$ cat config.mk
export PLATFORM = sky130hd
export DESIGN_NAME = sha256_msg_sched
export DESIGN_NICKNAME = d
export VERILOG_FILES = /design/src/rtl/sha256_msg_sched_pkg.sv /design/src/rtl/sha256_msg_sched_sigma.sv /design/src/rtl/sha256_msg_sched.sv
export SDC_FILE = /design/constraint.sdc
export NUM_CORES = 1
export LEC_CHECK = 0
export ABC_AREA = 1
export BUFFER_PORTS_ARGS = -buffer_cell sky130_fd_sc_hd__buf_2
export CAP_MARGIN = 20
export CORE_ASPECT_RATIO = 0.75
export CORE_MARGIN = 2
export CORE_UTILIZATION = 62
export DETAILED_ROUTE_END_ITERATION = 16
export PLACE_DENSITY = 0.86
export SLEW_MARGIN = 20
export SYNTH_ARGS = -nofsm -noshare
export SYNTH_HDL_FRONTEND = slang
export SYNTH_SLANG_ARGS = --single-unit
$ cat constraint.sdc
create_clock -name CLK -period 3.9 [get_ports CLK]
set_input_delay 0.78 -clock CLK [delete_from_list [all_inputs] [get_ports CLK]]
set_output_delay 0.78 -clock CLK [all_outputs]
set_load 0.005 [all_outputs]
$ cat src/rtl/sha256_msg_sched_pkg.sv
// Shared SHA-256 definitions: FSM state encoding, schedule constants, sigma/choice/majority functions.
// Latency: n/a (package only).
// Backpressure: n/a.
package sha256_msg_sched_pkg;

  localparam int SCHED_ADDR_W  = 15;
  localparam int SCHED_ROUNDS  = 64;
  localparam int SCHED_BLK_WDS = 16;

  typedef enum logic [1:0] {
    ST_IDLE   = 2'd0,
    ST_FETCH  = 2'd1,
    ST_EXPAND = 2'd2
  } state_e;

  function automatic logic [31:0] rotr(input logic [31:0] x, input int unsigned n);
    return (x >> n) | (x << (32 - n));
  endfunction

  // Message schedule small sigmas
  function automatic logic [31:0] sig0(input logic [31:0] x);
    return rotr(x, 7) ^ rotr(x, 18) ^ (x >> 3);
  endfunction

  function automatic logic [31:0] sig1(input logic [31:0] x);
    return rotr(x, 17) ^ rotr(x, 19) ^ (x >> 10);
  endfunction

  // Compression round big sigmas and bitwise selectors
  function automatic logic [31:0] bsig0(input logic [31:0] x);
    return rotr(x, 2) ^ rotr(x, 13) ^ rotr(x, 22);
  endfunction

  function automatic logic [31:0] bsig1(input logic [31:0] x);
    return rotr(x, 6) ^ rotr(x, 11) ^ rotr(x, 25);
  endfunction

  function automatic logic [31:0] ch(input logic [31:0] x, input logic [31:0] y,
                                     input logic [31:0] z);
    return (x & y) ^ (~x & z);
  endfunction

  function automatic logic [31:0] maj(input logic [31:0] x, input logic [31:0] y,
                                      input logic [31:0] z);
    return (x & y) ^ (x & z) ^ (y & z);
  endfunction

endpackage

$ cat src/rtl/sha256_msg_sched_sigma.sv
// Combinational s0/s1 pair feeding the schedule adder tree.
// Latency: 0 cycles (pure combinational).
// Backpressure: none; outputs follow inputs.
module sha256_msg_sched_sigma
  import sha256_msg_sched_pkg::*;
(
  input  logic [31:0] s0_x_i,
  input  logic [31:0] s1_x_i,
  output logic [31:0] s0_o,
  output logic [31:0] s1_o
);

  // Evaluate both small sigmas on their window taps
  always_comb begin
    s0_o = sig0(s0_x_i);
    s1_o = sig1(s1_x_i);
  end

endmodule

$ cat src/rtl/sha256_msg_sched.sv
// Fetches a 16-word block from RAM and streams the 64-word SHA-256 schedule W[0..63].
// Latency: first word valid 1 cycle after START accepted; 1 word/cycle with W_READY high.
// Backpressure: W_READY low freezes all outputs and the RAM address until the word is taken.
module sha256_msg_sched
  import sha256_msg_sched_pkg::*;
#(
  parameter int ADDR_W  = SCHED_ADDR_W,
  parameter int ROUNDS  = SCHED_ROUNDS,
  parameter int BLK_WDS = SCHED_BLK_WDS
) (
  input  logic              CLK,
  input  logic              RST_N,
  input  logic              START,
  input  logic [ADDR_W-1:0] BLOCK_BASE,
  output logic [ADDR_W-1:0] RAM_ADDR,
  output logic              RAM_EN_N,
  input  logic [31:0]       RAM_DATA,
  output logic [31:0]       W_OUT,
  output logic [5:0]        W_INDEX,
  output logic              W_VALID,
  input  logic              W_READY,
  output logic              BUSY,
  output logic              DONE
);

  state_e            state_q, state_d;
  logic [5:0]        t_q, t_d;
  logic [ADDR_W-1:0] base_q, base_d;
  // win_q[0] is the most recent word W[t-1], win_q[15] is W[t-16]
  logic [31:0]       win_q [16];
  logic [31:0]       win_d [16];
  logic [31:0]       w_out_q, w_out_d;
  logic [5:0]        w_idx_q, w_idx_d;
  logic              w_vld_q, w_vld_d;
  logic              done_q, done_d;

  logic              adv;
  logic              last_held;
  logic              load;
  logic [31:0]       new_word;
  logic [31:0]       expand_word;
  logic [31:0]       sig0_w, sig1_w;

  sha256_msg_sched_sigma u_sigma (
    .s0_x_i (win_q[14]),
    .s1_x_i (win_q[1]),
    .s0_o   (sig0_w),
    .s1_o   (sig1_w)
  );

  // W[t] = s1(W[t-2]) + W[t-7] + s0(W[t-15]) + W[t-16], carries discarded
  assign expand_word = sig1_w + win_q[6] + sig0_w + win_q[15];

  // Next-state, window shift and output register update
  always_comb begin
    state_d  = state_q;
    t_d      = t_q;
    base_d   = base_q;
    win_d    = win_q;
    w_out_d  = w_out_q;
    w_idx_d  = w_idx_q;
    w_vld_d  = w_vld_q;
    done_d   = 1'b0;
    load     = 1'b0;
    adv      = ~w_vld_q | W_READY;
    // Final word is sitting in the output register waiting to be taken
    last_held = w_vld_q & (w_idx_q == 6'(ROUNDS - 1));
    new_word  = (state_q == ST_FETCH) ? RAM_DATA : expand_word;

    case (state_q)
      ST_IDLE: begin
        if (START) begin
          base_d  = BLOCK_BASE;
          t_d     = '0;
          state_d = ST_FETCH;
        end
      end
      ST_FETCH: begin
        if (adv) begin
          load = 1'b1;
          if (t_q == 6'(BLK_WDS - 1)) begin
            state_d = ST_EXPAND;
          end
        end
      end
      ST_EXPAND: begin
        if (last_held) begin
          if (W_READY) begin
            w_vld_d = 1'b0;
            done_d  = 1'b1;
            state_d = ST_IDLE;
          end
        end else if (adv) begin
          load = 1'b1;
        end
      end
      default: begin
        state_d = ST_IDLE;
      end
    endcase

    if (load) begin
      w_out_d  = new_word;
      w_idx_d  = t_q;
      w_vld_d  = 1'b1;
      t_d      = t_q + 6'd1;
      win_d[0] = new_word;
      for (int i = 1; i < 16; i++) begin
        win_d[i] = win_q[i-1];
      end
    end
  end

  // State and datapath registers with synchronous active-low reset
  always_ff @(posedge CLK) begin
    if (!RST_N) begin
      state_q <= ST_IDLE;
      t_q     <= '0;
      base_q  <= '0;
      w_out_q <= '0;
      w_idx_q <= '0;
      w_vld_q <= 1'b0;
      done_q  <= 1'b0;
      for (int i = 0; i < 16; i++) begin
        win_q[i] <= '0;
      end
    end else begin
      state_q <= state_d;
      t_q     <= t_d;
      base_q  <= base_d;
      w_out_q <= w_out_d;
      w_idx_q <= w_idx_d;
      w_vld_q <= w_vld_d;
      done_q  <= done_d;
      for (int i = 0; i < 16; i++) begin
        win_q[i] <= win_d[i];
      end
    end
  end

  assign RAM_ADDR = base_q + ADDR_W'(t_q);
  assign RAM_EN_N = (state_q != ST_FETCH);
  assign BUSY     = (state_q != ST_IDLE);
  assign W_OUT    = w_out_q;
  assign W_INDEX  = w_idx_q;
  assign W_VALID  = w_vld_q;
  assign DONE     = done_q;

endmodule

==> run summary, run 1 <==
The logs give 0.3034 for the total global routing track utilization and 0 for the number of max-slew violations in the final report. Fill cell instance count of the final layout: 3189. The sequential cells in the finished layout cover a total of 0.01088 mm^2. After legalization and detailed placement, the total HPWL measured 44020 um. The worst hold margin was 0.4401 ns. Counting flops with a built-in enable in the synthesized netlist gives 0.

The tools report the full die area as 0.04139 mm^2. The slew at the pin with the worst max-slew slack was 0.9421 ns. Measured along the y axis, the die boundary spans 176.7 um. The clock period minus final worst setup slack is 3.717 ns. The netlist uses 30 different library cells. The run finished with clean final reports.

For the worst setup path, the data arrival time is 4.17 ns. After clock tree synthesis, the clock-pin slew on the worst setup and hold paths is 0.07 ns. The gate count of the mapped netlist was 3321.

Share of synthesized flip-flops with an asynchronous set or reset: 0. STA classifies the critical path endpoint as a flip-flop. The via count of the first global-routing pass is 19140, and the number of buffers created by CTS is 50. The initial cell density of the core is 0.6268. Summed over all instances, the cell type with the most area after synthesis is sky130_fd_sc_hd__dfxtp_1.

The clock reaches the later pin of the worst-skew pair after 0.60 ns. The fraction of final layout cells sized beyond drive strength 1 works out to 0.07597. Setup repair after global routing left no endpoint under its margin. Setup violations remaining at the end of the flow were counted as 0.

The area added between synthesis and finish is 9.145%. For this run, the detailed router's first-pass iteration total came to 6. For the total clock sinks, the log shows 543. The tightest min-delay check is of the in2reg type. The total of buffers placed on input and output ports is 107, and the per-cell routed wire length is 16.57 um.

Commonest register cell after synthesis: sky130_fd_sc_hd__dfxtp_1. The count of nets left with antenna violations once routing finished came out at 0. For the share of synthesized area occupied by flip-flops and latches, the log shows 0.4409. The flip-flop and latch count after synthesis is 543.

The cell count after placement is 3746, and the total negative slack for setup checks is 0 ns. Summing all multi-input logic gate instances after layout gives 0.01163 mm^2. Timing would allow up to 0.2690 GHz. The die is 234.3 um wide. The run gives 2 as the H-tree level count. The tools report the floorplan row count as 63. The top cell types in the final layout, fill and taps aside, are sky130_fd_sc_hd__nor2_1, sky130_fd_sc_hd__dfxtp_1, sky130_fd_sc_hd__o21ai_0, sky130_fd_sc_hd__nand2_1, sky130_fd_sc_hd__inv_1. The largest individual stage delay along the critical path comes from the cell sky130_fd_sc_hd__fa_1. Of all nets on the critical path, the largest fanout is 5. The cell at the root of the clock tree was sky130_fd_sc_hd__clkbuf_16. During synthesis, Yosys emitted a total of 0 warnings. Leaving out fill and tap cells, the most frequent cell in the layout is sky130_fd_sc_hd__nor2_1. The run gives 0.9696 as the routability-driven placement congestion ratio.

The total number of vias was 20920; the post-synthesis area per instance was 7.424 um^2. The number of antenna cells inserted came out at 0. By instance count, the cell type seen most on the critical path is sky130_fd_sc_hd__nand2_1. The tightest slew margin relative to the limit was 0.3719; the core footprint was 0.03933 mm^2. The wire length of the first global-routing pass was 99730 um. Classification of the worst setup path: reg2reg. At the end of the flow, the number of nets in the layout was 3434. On the final layout, the worst clock skew is 0.03072 ns. Entering global routing, the biggest net connects 255 pins.

The fraction of post-synthesis cell area in the top cell type by area is 0.4409. The signal on the critical path passes through xnor2_1 -> xor2_1 -> fa_1 -> fa_1 -> inv_1 -> ha_1 -> nand2_1 -> inv_1 -> nand2_1 -> inv_1 -> a21oi_1 -> nand2_1 -> nand2_1 -> nand2_1 -> nand2_1 -> nand3_1 -> nand2_1 -> a21oi_1. The number of top-level pins was 108; the filler-free cell count of the finished design was 3837. In the post-synthesis netlist, the biggest area contributors are sky130_fd_sc_hd__dfxtp_1, sky130_fd_sc_hd__nor2_1, sky130_fd_sc_hd__o21ai_0. The routed design has 63580 um of wire.

The run gives 0.02465 mm^2 as the synthesized cell area. The tools report the kind of start point of the critical path as a flip-flop. Number of antenna violations at the first check in global routing: 2. TritonCTS built the clock tree.

Broken down by cell family, the worst path's largest delay share belongs to adder cells. The post-detailed-route via-to-cell ratio is 5.452, and the post-route clock period utilization is 0.9531. The run gives 0 as the post-route DRC violation count. Sum of overflow across all layers after global routing: 0. The max-cap violation count is 0.

Synthesis produced a netlist with a net count of 3477. After the first detailed-routing iteration, the DRC count stood at 2059. The critical path contains buffers and inverters numbering 3 combined.

The tools report the number of hold-slack violations in the final timing report as 0. Required time of the critical path: 4.35 ns. The number of buffers between clock root and the deepest sink is 3. For this run, the slowest stage of the critical path takes 0.56 ns.
==> timing repair <==
item                                    4_1_cts  5_1_grt
gates resized for setup                       0       14
hold buffers                                  0        0
endpoints found under the setup margin        0       18
buffers inserted                              0        0
==> layout make-up <==
cell class,instances,area share
multi-input combinational,2270,0.4321
tap,520,0.02418
sequential,543,0.4044
inverter,269,0.03780
clock buffer,62,0.05119
clock inverter,29,0.01646
timing repair buffer,144,0.03385
==> tightest hold or removal path, delay by kind of cell <==
| kind | cells | cell delay [ns] |
|---|---|---|
| and+or+nand+nor | 1 | 0.08 |
| buffers and inverters | 1 | 0.07 |
| AOI/OAI and AO/OA | 1 | 0.07 |
==> registers in the layout (all words and copies together), names as in the netlist <==
| signal | flops |
|---|---|
| win_q | 480 |
| t_q | 6 |
| W_INDEX | 6 |
| DONE | 1 |
| base_q | 15 |
| W_OUT | 32 |
| state_q | 2 |
| W_VALID | 1 |
==> final timing paths <==
| path | startpoint | slack (ns) | endpoint | depth (start not counted) |
|---|---|---|---|---|
| min | BLOCK_BASE[12] | 0.44 | base_q[12]$_SDFFE_PN0P_ | 3 |
| max reg2reg | win_q[48]$_SDFFE_PN0P_ | 0.18 | W_OUT[30]$_SDFFE_PN0P_ | 18 |
| min reg2reg | win_q[138]$_SDFFE_PN0P_ | 0.47 | win_q[138]$_SDFFE_PN0P_ | 2 |
| max | win_q[48]$_SDFFE_PN0P_ | 0.18 | W_OUT[30]$_SDFFE_PN0P_ | 18 |
==> synthesized netlist by cell type (11+ instances only) <==
library cell / n
sky130_fd_sc_hd__nor2_1: 967
sky130_fd_sc_hd__dfxtp_1: 543
sky130_fd_sc_hd__o21ai_0: 512
sky130_fd_sc_hd__nand2_1: 321
sky130_fd_sc_hd__inv_1: 266
sky130_fd_sc_hd__a21oi_1: 127
sky130_fd_sc_hd__buf_2: 110
sky130_fd_sc_hd__clkbuf_1: 81
sky130_fd_sc_hd__xor2_1: 74
sky130_fd_sc_hd__xnor2_1: 71
sky130_fd_sc_hd__fa_1: 63
sky130_fd_sc_hd__nand3_1: 58
sky130_fd_sc_hd__ha_1: 42
sky130_fd_sc_hd__buf_4: 38
sky130_fd_sc_hd__o21ai_1: 11
==> logic make-up after synthesis <==
logic type,after synthesis,share of synthesized area
fa+ha+maj,105,0.07247
simple gates,1364,0.2125
flops,543,0.4409
compound gates,656,0.1339
xor+xnor,145,0.05151
buf+inv,508,0.08871
==> stage by stage <==
stage / area, um^2 / util / setup slack, ns
floorplan: 24650 / - / 0.6854
global placement: 25060 / 0.6370 / 0.1087
detailed placement: 25060 / 0.6370 / 0.1592
CTS: 26880 / 0.6833 / 0.1368
global route: 26910 / 0.6841 / 0.002231
finish: 26910 / 0.6841 / 0.1830
==> per-layer routing <==
metal | up-vias | GRT usage | wire length (um)
li1 | 10270 | - | -
met1 | 9858 | 0.4379 | 28600
met2 | 667 | 0.4669 | 28010
met3 | 124 | 0.05477 | 5243
met4 | 0 | 0.08439 | 1730
met5 | - | 0 | 0
Power of run 1 is left out: the tool's default activity adds up to more than one toggle a clock period on the data nets, which glitch-free logic cannot reach.
==> run 2, diff against run 1 <==
- CORE_UTILIZATION: 62 -> 55
- PLACE_DENSITY: 0.86 -> 0.78
==> run summary, run 2 (synthesized netlist as in run 1, its figures left out) <==
The number of cell instances on the worst register-to-register path works out to 16 (was 18). For the area of the multi-input gates, the log shows 0.01163 mm^2 (about the same). Area of all sequential standard cells: 0.01088 mm^2 (about the same).

TritonCTS built the clock tree. The violation count after the first detailed-route iteration came out at 2152 (was 2059). The tools report the cell at the root of the clock tree as sky130_fd_sc_hd__clkbuf_16 (unchanged). For the total clock sinks, the log shows 543 (unchanged). The classification of the worst setup path is reg2reg (unchanged). The full die area came out at 0.04655 mm^2 (was 0.04139 mm^2).

Setup repair after global routing left no endpoint under its margin. Highest-count cells in the layout ignoring fill and taps: sky130_fd_sc_hd__nor2_1, sky130_fd_sc_hd__dfxtp_1, sky130_fd_sc_hd__o21ai_0, sky130_fd_sc_hd__nand2_1, sky130_fd_sc_hd__inv_1 (unchanged). Clock-pin slew reported for the worst setup and hold paths after clock tree synthesis: 0.07 ns (about the same). For the number of top-level pins, the log shows 108 (unchanged).

For the post-route DRC violation count, the log shows 0 (unchanged). For the worst clock skew on the final layout, the log shows 0.01975 ns (was 0.03072 ns). The number of max-slew violations in the final report is 0 (unchanged). For the cell count after placement, the log shows 3812 (was 3746). The number of antenna violations at the first check in global routing was 2 (unchanged); the area added between synthesis and finish was 8.759% (was 9.145%). The die boundary height is 187.4 um (was 176.7 um), and the final number of setup-violating endpoints is 0 (unchanged). The clock period minus final worst setup slack was 3.772 ns (was 3.717 ns). The flow ran to the end, and the final reports show no timing, DRC or antenna violations. The upper clock frequency limit was 0.2651 GHz (was 0.2690 GHz); the total negative slack for setup checks was 0 ns (unchanged). For the minimum setup slack among reg-to-reg paths, the log shows 0.13 ns (was 0.18 ns). The net total in the final layout is 3433 (was 3434), and the H-tree level count is 2 (unchanged). The class of the tightest hold or removal check was in2reg (unchanged). The tools report the number of buffers created by CTS as 49 (was 50). The sum of overflow across all layers after global routing was 0 (unchanged). The routability-driven placement congestion ratio came out at 0.9836 (was 0.9696).

The highest net fanout along the worst path was 4 (was 5). The run gives 67 (was 63) as the floorplan row count. The placed wire-length estimate is 42150 um (was 44020 um), and the number of antenna cells inserted is 0 (unchanged).

The per-cell routed wire length was 15.55 um (was 16.57 um); the hold buffer count at cts was 0 (unchanged). The total of buffers placed on input and output ports came out at 107 (unchanged). The flip-flop count of the largest register, all copies and words added is 480 (unchanged), and the via count of the first global-routing pass is 18100 (was 19140). The register containing the most flip-flops in the final layout was win_q (unchanged). The count of nets left with antenna violations after detail routing is 0 (unchanged).

The core footprint was 0.04443 mm^2 (was 0.03933 mm^2). The clock latency of the later-clocked register in the worst-skew pair came out at 0.58 ns (was 0.60 ns). The tools report the kind of start point of the critical path as a flip-flop (unchanged).

The run gives 0.5549 (was 0.6268) as the initial cell density of the core. The maximum number of pins on one net before global-route repair was 165 (was 255); the max-cap violation count was 0 (unchanged). For the final routed wirelength across all metal layers, the log shows 60680 um (was 63580 um). The slew at the pin with the worst max-slew slack is 0.6980 ns (was 0.9421 ns), and the filler-free cell count of the finished design is 3901 (was 3837). Fraction of final layout cells sized beyond drive strength 1: 0.07451 (was 0.07597). The die outline width came out at 248.5 um (was 234.3 um). The run gives 0 (unchanged) as the number of hold-slack violations in the final timing report. The number of cells on the worst hold path was 3 (unchanged); the total number of vias was 20330 (was 20920). The post-detailed-route via-to-cell ratio is 5.212 (was 5.452). The tightest slew margin relative to the limit is 0.5297 (was 0.3719), and the signal arrival time at the worst endpoint is 4.28 ns (was 4.17 ns). The total global routing track utilization is 0.2522 (was 0.3034), and the first-pass iteration count of the detailed router is 7 (was 6).

The required time of the critical path came out at 4.41 ns (was 4.35 ns). The tools report the number of buffers between clock root and the deepest sink as 3 (unchanged). The fill cell instance count of the final layout was 3986 (was 3189); the post-route clock period utilization was 0.9672 (was 0.9531). The run gives 95770 um (was 99730 um) as the wire length of the first global-routing pass. Sort of element at the end of the critical path: a flip-flop (unchanged). The most common cell after layout, fill and taps aside was sky130_fd_sc_hd__nor2_1 (unchanged).
run 2: cell count changes in the layout (fill, tap and decap cells not counted), moves of 2 or more:
cell                        before  now
sky130_fd_sc_hd__buf_4          30   27
sky130_fd_sc_hd__clkbuf_8        6   14
sky130_fd_sc_hd__buf_12          7   10
sky130_fd_sc_hd__nand3_1        55   57
sky130_fd_sc_hd__clkinv_2        9   13
sky130_fd_sc_hd__clkbuf_1        5    9
sky130_fd_sc_hd__clkinv_4        5    0
sky130_fd_sc_hd__clkbuf_16      51   49
sky130_fd_sc_hd__bufinv_16       9    2
sky130_fd_sc_hd__nand3_2         3    1
sky130_fd_sc_hd__inv_6           3    0
run 2: metal layers:
metal | vias up | wire [um] | track usage
met4 | 0 | 1060 | 0.05758
met3 | 89 | 5401 | 0.05970
met5 | - | 0 | 0
met2 | 566 | 25300 | 0.3660
li1 | 10230 | - | -
met1 | 9442 | 28920 | 0.3775
run 2: worst paths after layout:
path | from | endpoint
worst max-delay path | win_q[54]$_SDFFE_PN0P_ | W_OUT[16]$_SDFFE_PN0P_
worst min-delay path | BLOCK_BASE[0] | base_q[0]$_SDFFE_PN0P_
worst min register to register | win_q[175]$_SDFFE_PN0P_ | win_q[175]$_SDFFE_PN0P_
worst max register to register | win_q[54]$_SDFFE_PN0P_ | W_OUT[16]$_SDFFE_PN0P_
run 2: area by class of cell:
class / instances / share of cell area
multi-input cells: 2270 / 0.4336
clock buffers: 72 / 0.05417
flip-flops and latches: 543 / 0.4059
repair buffers: 144 / 0.03537
inverters: 269 / 0.03794
well taps: 586 / 0.02734
clock inverters: 17 / 0.005693
run 2: timing repair:
item / 4_1_cts / 5_1_grt
gates resized for setup: 0 / 15
setup buffers: 0 / 0
endpoints found under the hold margin: 0 / 0
endpoints found under the setup margin: 0 / 14
run 2: per-stage QoR:
stage | cell area [um^2] | setup WS [ns] | hold slack [ns] | util
after detailed placement | 25180 | 0.1775 | 0.4647 | 0.5666
after CTS | 26780 | 0.1545 | 0.4471 | 0.6028
after global placement | 25180 | 0.2255 | 0.4548 | 0.5666
final | 26810 | 0.1281 | 0.4526 | 0.6035
after global routing | 26810 | 0.03954 | 0.4862 | 0.6035
after floorplan | 24650 | 0.6854 | 0.4495 | -
run 2: critical path: stages (launching register included):
cell	delay [ns]
sky130_fd_sc_hd__dfxtp_1	0.33
sky130_fd_sc_hd__buf_4	0.16
sky130_fd_sc_hd__xnor2_1	0.16
sky130_fd_sc_hd__xor2_1	0.25
sky130_fd_sc_hd__fa_1	0.51
sky130_fd_sc_hd__fa_1	0.55
sky130_fd_sc_hd__inv_1	0.04
sky130_fd_sc_hd__ha_1	0.37
sky130_fd_sc_hd__nand2_1	0.13
sky130_fd_sc_hd__nor2_1	0.23
sky130_fd_sc_hd__and2_1	0.16
sky130_fd_sc_hd__nand2_1	0.05
sky130_fd_sc_hd__nand2_1	0.12
sky130_fd_sc_hd__xor2_1	0.21
sky130_fd_sc_hd__buf_4	0.16
sky130_fd_sc_hd__nand2_1	0.07
sky130_fd_sc_hd__a21oi_1	0.19
Power of run 2 is left out for the same reason.
